`config.mk`:
```
export PLATFORM = sky130hd
export DESIGN_NAME = syscall_io_ctrl
export DESIGN_NICKNAME = d
export VERILOG_FILES = /design/src/rtl/syscall_io_ctrl.sv
export SDC_FILE = /design/constraint.sdc
export NUM_CORES = 1
export LEC_CHECK = 0
export ABC_AREA = 1
export CAP_MARGIN = 20
export CORE_AREA = 3 3 76 107
export DETAILED_ROUTE_END_ITERATION = 10
export DIE_AREA = 0 0 79 110
export GPL_ROUTABILITY_DRIVEN = 0
export HOLD_SLACK_MARGIN = 0.12
export MAX_ROUTING_LAYER = met4
export PLACE_DENSITY = 0.83
export SLEW_MARGIN = 0
export SYNTH_ARGS = -nofsm -noshare
export SYNTH_HDL_FRONTEND = slang
export SYNTH_SLANG_ARGS = --single-unit
```
`constraint.sdc`:
```
create_clock -name clk -period 2.89 [get_ports clk]
set_input_delay 0.867 -clock clk [delete_from_list [all_inputs] [get_ports clk]]
set_output_delay 0.867 -clock clk [all_outputs]
set_load 0.005 [all_outputs]
```
`src/rtl/syscall_io_ctrl.sv`:
```
// rtl/syscall_io_ctrl.sv - SYSCALL input/output sequencer: PC stall, button debounce, switch capture, display latch
module syscall_io_ctrl #(
    parameter int SW_W       = 16,
    parameter int DEB_CYCLES = 500000
) (
    input  logic            clk,
    input  logic            rst_n,
    input  logic [5:0]      op,
    input  logic [31:0]     rs_data,
    input  logic [SW_W-1:0] switches,
    input  logic            btn_enter,
    output logic            pc_stall,
    output logic            io_wr_en,
    output logic [31:0]     io_wr_data,
    output logic [31:0]     disp_value,
    output logic            disp_valid,
    output logic            waiting_input
);

    localparam int            CW       = $clog2(DEB_CYCLES + 1);
    localparam logic [CW-1:0] DEB_LAST = CW'(DEB_CYCLES - 1);
    localparam logic [5:0]    OP_IN    = 6'b110011;
    localparam logic [5:0]    OP_OUT   = 6'b110111;

    typedef enum logic [1:0] {
        IDLE       = 2'd0,
        ARM        = 2'd1,
        WAIT_PRESS = 2'd2,
        COMMIT     = 2'd3
    } state_t;

    state_t        state;
    state_t        state_next;
    logic          sync1;
    logic          sync2;
    logic          btn_db;
    logic [CW-1:0] deb_cnt;
    logic          capture;
    logic          disp_load;

    // Counter only advances while the synchronised level disagrees with the accepted level.
    always_ff @(posedge clk or negedge rst_n) begin
        if (!rst_n) begin
            sync1   <= 1'b0;
            sync2   <= 1'b0;
            btn_db  <= 1'b0;
            deb_cnt <= '0;
        end else begin
            sync1 <= btn_enter;
            sync2 <= sync1;
            if (sync2 == btn_db) begin
                deb_cnt <= '0;
            end else if (deb_cnt == DEB_LAST) begin
                btn_db  <= ~btn_db;
                deb_cnt <= '0;
            end else begin
                deb_cnt <= deb_cnt + 1'b1;
            end
        end
    end

    always_ff @(posedge clk or negedge rst_n) begin
        if (!rst_n) begin
            state <= IDLE;
        end else begin
            state <= state_next;
        end
    end

    // ARM waits for a release so a button still held from the last input is not reused.
    always_comb begin
        state_next = state;
        pc_stall   = 1'b0;
        io_wr_en   = 1'b0;
        capture    = 1'b0;
        disp_load  = 1'b0;
        case (state)
            IDLE: begin
                if (op == OP_IN) begin
                    pc_stall   = 1'b1;
                    state_next = ARM;
                end else if (op == OP_OUT) begin
                    disp_load = 1'b1;
                end
            end
            ARM: begin
                pc_stall = 1'b1;
                if (!btn_db) begin
                    state_next = WAIT_PRESS;
                end
            end
            WAIT_PRESS: begin
                pc_stall = 1'b1;
                if (btn_db) begin
                    capture    = 1'b1;
                    state_next = COMMIT;
                end
            end
            COMMIT: begin
                io_wr_en   = 1'b1;
                state_next = IDLE;
            end
            default: begin
                state_next = IDLE;
            end
        endcase
    end

    always_ff @(posedge clk or negedge rst_n) begin
        if (!rst_n) begin
            io_wr_data <= '0;
            disp_value <= '0;
            disp_valid <= 1'b0;
        end else begin
            if (capture) begin
                io_wr_data <= 32'(switches);
            end
            if (disp_load) begin
                disp_value <= rs_data;
                disp_valid <= 1'b1;
            end
        end
    end

    assign waiting_input = pc_stall;

endmodule

```
==> impl_metrics.json <==
{
  "hold_violations": 0,
  "vdd_drop_max_v": 0.000448,
  "gr-total-overflow": 0,
  "rsz0062_at_grt": "no",
  "seqCellArea_um2": 1830,
  "antenna_found_initial": 0,
  "syn_area_per_cell_um2": 8.89,
  "critPathMaxStageDelay_ns": 0.45,
  "ys.flop_type": "dfrtp_1",
  "post-route-min-period_ns": 2.74,
  "diodes": 0,
  "synth.ff_latch_count": 73,
  "grt_max_degree": 66,
  "wl_met2_um": 3900,
  "vias": 2795,
  "worst-setup-path-type": "in2out",
  "rrSetupSlack_ns": 1.27,
  "core_area_um2": 7310,
  "r2r_start": "state[0]",
  "slew_violations": 0,
  "synthesis.area_um2": 3430,
  "cts_buffer_depth": 2,
  "final_cells": 601,
  "endpoint": "pc_stall",
  "synth_cell_types": 27,
  "drc_errors": 0,
  "grt_usage": 0.189,
  "yosys_warnings": 0,
  "via_per_inst": 4.65,
  "finalSetupViolations": 0,
  "hpwl_um": 5850,
  "worstSetupStartpointType": "input port",
  "worstRegToRegCells": 4,
  "cts_buffers": 9,
  "met1Wirelength_um": 2890,
  "synth_edf_count": 0,
  "rows": 37,
  "power_leakage_nw": 2.22,
  "slew_headroom": 0.575,
  "synthCells": 386,
  "nets": 562,
  "fin_setup_tns_ns": 0,
  "grt_pass1_vias": 2789,
  "cts_tree": "built",
  "grt_pass1_wl_um": 12400,
  "fin_crit_sh": 0.947,
  "drv_cap": 0,
  "cts_num_sinks": 73,
  "clk_latency_ns": 0.34,
  "area_delta_synth_final_pct": 39.5,
  "wire_per_inst_um": 12.7,
  "antenna_left": 0,
  "numPortBuffers": 108,
  "first_pass_iters": 4,
  "ios": 125,
  "top_layer_used": "met4",
  "drt_iter0_drc": 147,
  "die_y_um": 110,
  "outcome": "complete, no violations",
  "num-fill-cells": 588,
  "setup.worst_path.start": "op[0]",
  "cp.required_ns": 2.02,
  "worstReg2RegEnd": "io_wr_data[9]",
  "placed_cells": 585,
  "route.met3.wl_um": 716,
  "cts-root-buf": "clkbuf_8",
  "drt_wl_total_um": 7620,
  "crit_fanout": 2,
  "max_freq_ghz": 0.365,
  "initial_core_util": 0.469,
  "path_clk_slew_ns": 0.07,
  "cp-end-kind": "primary output",
  "hp-class": "reg2reg",
  "fin_skew_ns": 0.00837,
  "multi_input_area_um2": 1270,
  "postCtsHoldBufs": 0,
  "p_per_area_nw_per_um2": 600,
  "crit_arrival_ns": 1.87,
  "ys_seq_area_frac": 0.532,
  "dieArea_um2": 8690,
  "path_cells": "clkdlybuf4s50_1 -> nand2_1 -> nor2_2 -> nand4_1 -> a21oi_2 -> clkbuf_2",
  "drive_gt1_frac": 0.0992,
  "whs_ns": 0.360,
  "h-tree-depth": 3,
  "worstMarginPinSlew_ns": 0.637,
  "synth-async-reset-ratio": 1.00,
  "cpMaxStageDelayCell": "clkdlybuf4s50_1",
  "dieWidth_um": 79
}
area by class of cell:
cell class | count | area share
Clock buffer | 13 | 0.0374
Clock inverter | 3 | 0.00967
Inverter | 60 | 0.0470
Multi-Input combinational cell | 243 | 0.265
Sequential cell | 73 | 0.381
Tap cell | 97 | 0.0253
Timing Repair Buffer | 112 | 0.234
placed cells by master (no fill, tap or decap):
| cell type | n |
|---|---|
| clkdlybuf4s50_1 | 105 |
| nand2_1 | 73 |
| dfrtp_1 | 73 |
| inv_1 | 59 |
| nor2_1 | 49 |
| o21ai_0 | 37 |
| nand3_1 | 16 |
| mux2_2 | 16 |
| conb_1 | 16 |
| clkbuf_8 | 13 |
| ha_1 | 6 |
| xor2_1 | 5 |
| nor2_2 | 4 |
| xnor2_1 | 4 |
| nand4_1 | 3 |
| nand2_2 | 3 |
| a21oi_1 | 3 |
| nand3b_1 | 2 |
| clkbuf_2 | 2 |
| buf_12 | 2 |
| buf_4 | 2 |
| a21oi_2 | 1 |
| xor2_2 | 1 |
| inv_2 | 1 |
| and2_1 | 1 |
| nor3_1 | 1 |
| nor3b_2 | 1 |
| mux2i_1 | 1 |
| clkinv_4 | 1 |
| clkinvlp_4 | 1 |
| bufinv_16 | 1 |
| buf_2 | 1 |
flip-flops by register name (all words and copies together), names as in the netlist:
signal / cells
sync2: 1
deb_cnt: 19
sync1: 1
io_wr_data: 16
btn_db: 1
disp_value: 32
state: 2
disp_valid: 1
cells by family after synthesis:
group | synth area share
xor gates and xnor gates | 0.0277
other | 0.00109
and+or+nand+nor | 0.186
AOI/OAI and AO/OA | 0.0598
adders and majority gates | 0.0219
DFF | 0.532
muxes | 0.0554
buffers and inverters | 0.116
metrics by stage:
| step | utilization | instance area, um2 | power [W] | worst slack [ns] |
|---|---|---|---|---|
| global route | 0.655 | 4790 | 0.00303 | 0.0583 |
| detailed placement | 0.625 | 4570 | 0.00206 | -0.257 |
| global placement | 0.625 | 4570 | 0.00202 | -0.240 |
| finish | 0.655 | 4790 | 0.00287 | 0.152 |
| CTS | 0.656 | 4800 | 0.00292 | 0.0439 |
| floorplan | - | 3490 | 0.00156 | 0.597 |
critical path: cells and delay by family:
family | cells | cell delay [ns]
buffers and inverters | 2 | 0.58
and+or+nand+nor | 3 | 0.25
AOI/OAI and AO/OA | 1 | 0.17
routing by layer:
metal | GRT usage | up-vias
met2 | 0.316 | 111
met1 | 0.201 | 1293
met4 | 0.0713 | 0
met5 | - | -
li1 | - | 1377
met3 | 0.0764 | 14
power breakdown:
part           internal (W)  switching (W)  total, W
clock network      0.000495       0.000362  0.000857
logic              0.000440       0.000292  0.000732
registers           0.00118       0.000103   0.00128
synthesized netlist by cell type (2+ instances only):
master,instances,area share
a21oi_1,4,0.0058
buf_2,4,0.0058
buf_4,17,0.037
clkbuf_1,2,0.0022
dfrtp_1,73,0.53
ha_1,6,0.022
inv_1,59,0.065
mux2_2,16,0.052
nand2_1,73,0.080
nand2_2,3,0.0055
nand3_1,16,0.023
nand3b_1,2,0.0044
nand4_1,3,0.0055
nor2_1,49,0.054
nor2_2,4,0.0073
o21ai_0,37,0.054
xnor2_1,4,0.010
xor2_1,5,0.013
repair_timing:
item                       4_1_cts  5_1_grt
pin swaps                        0        1
setup endpoints to repair        2        2
resized for setup                3        4
buffers inserted                 0        0
how the worst min path moves through the flow:
stage	startpoint	to	slack, ns	cells past startpoint
floorplan	sync1	sync2	0.33	0
global placement	sync1	sync2	0.34	0
detailed placement	sync1	sync2	0.34	0
CTS	sync1	sync2	0.36	0
global route	sync1	sync2	0.38	0
finish	sync1	sync2	0.36	0
(Power assumes the default switching activity.)
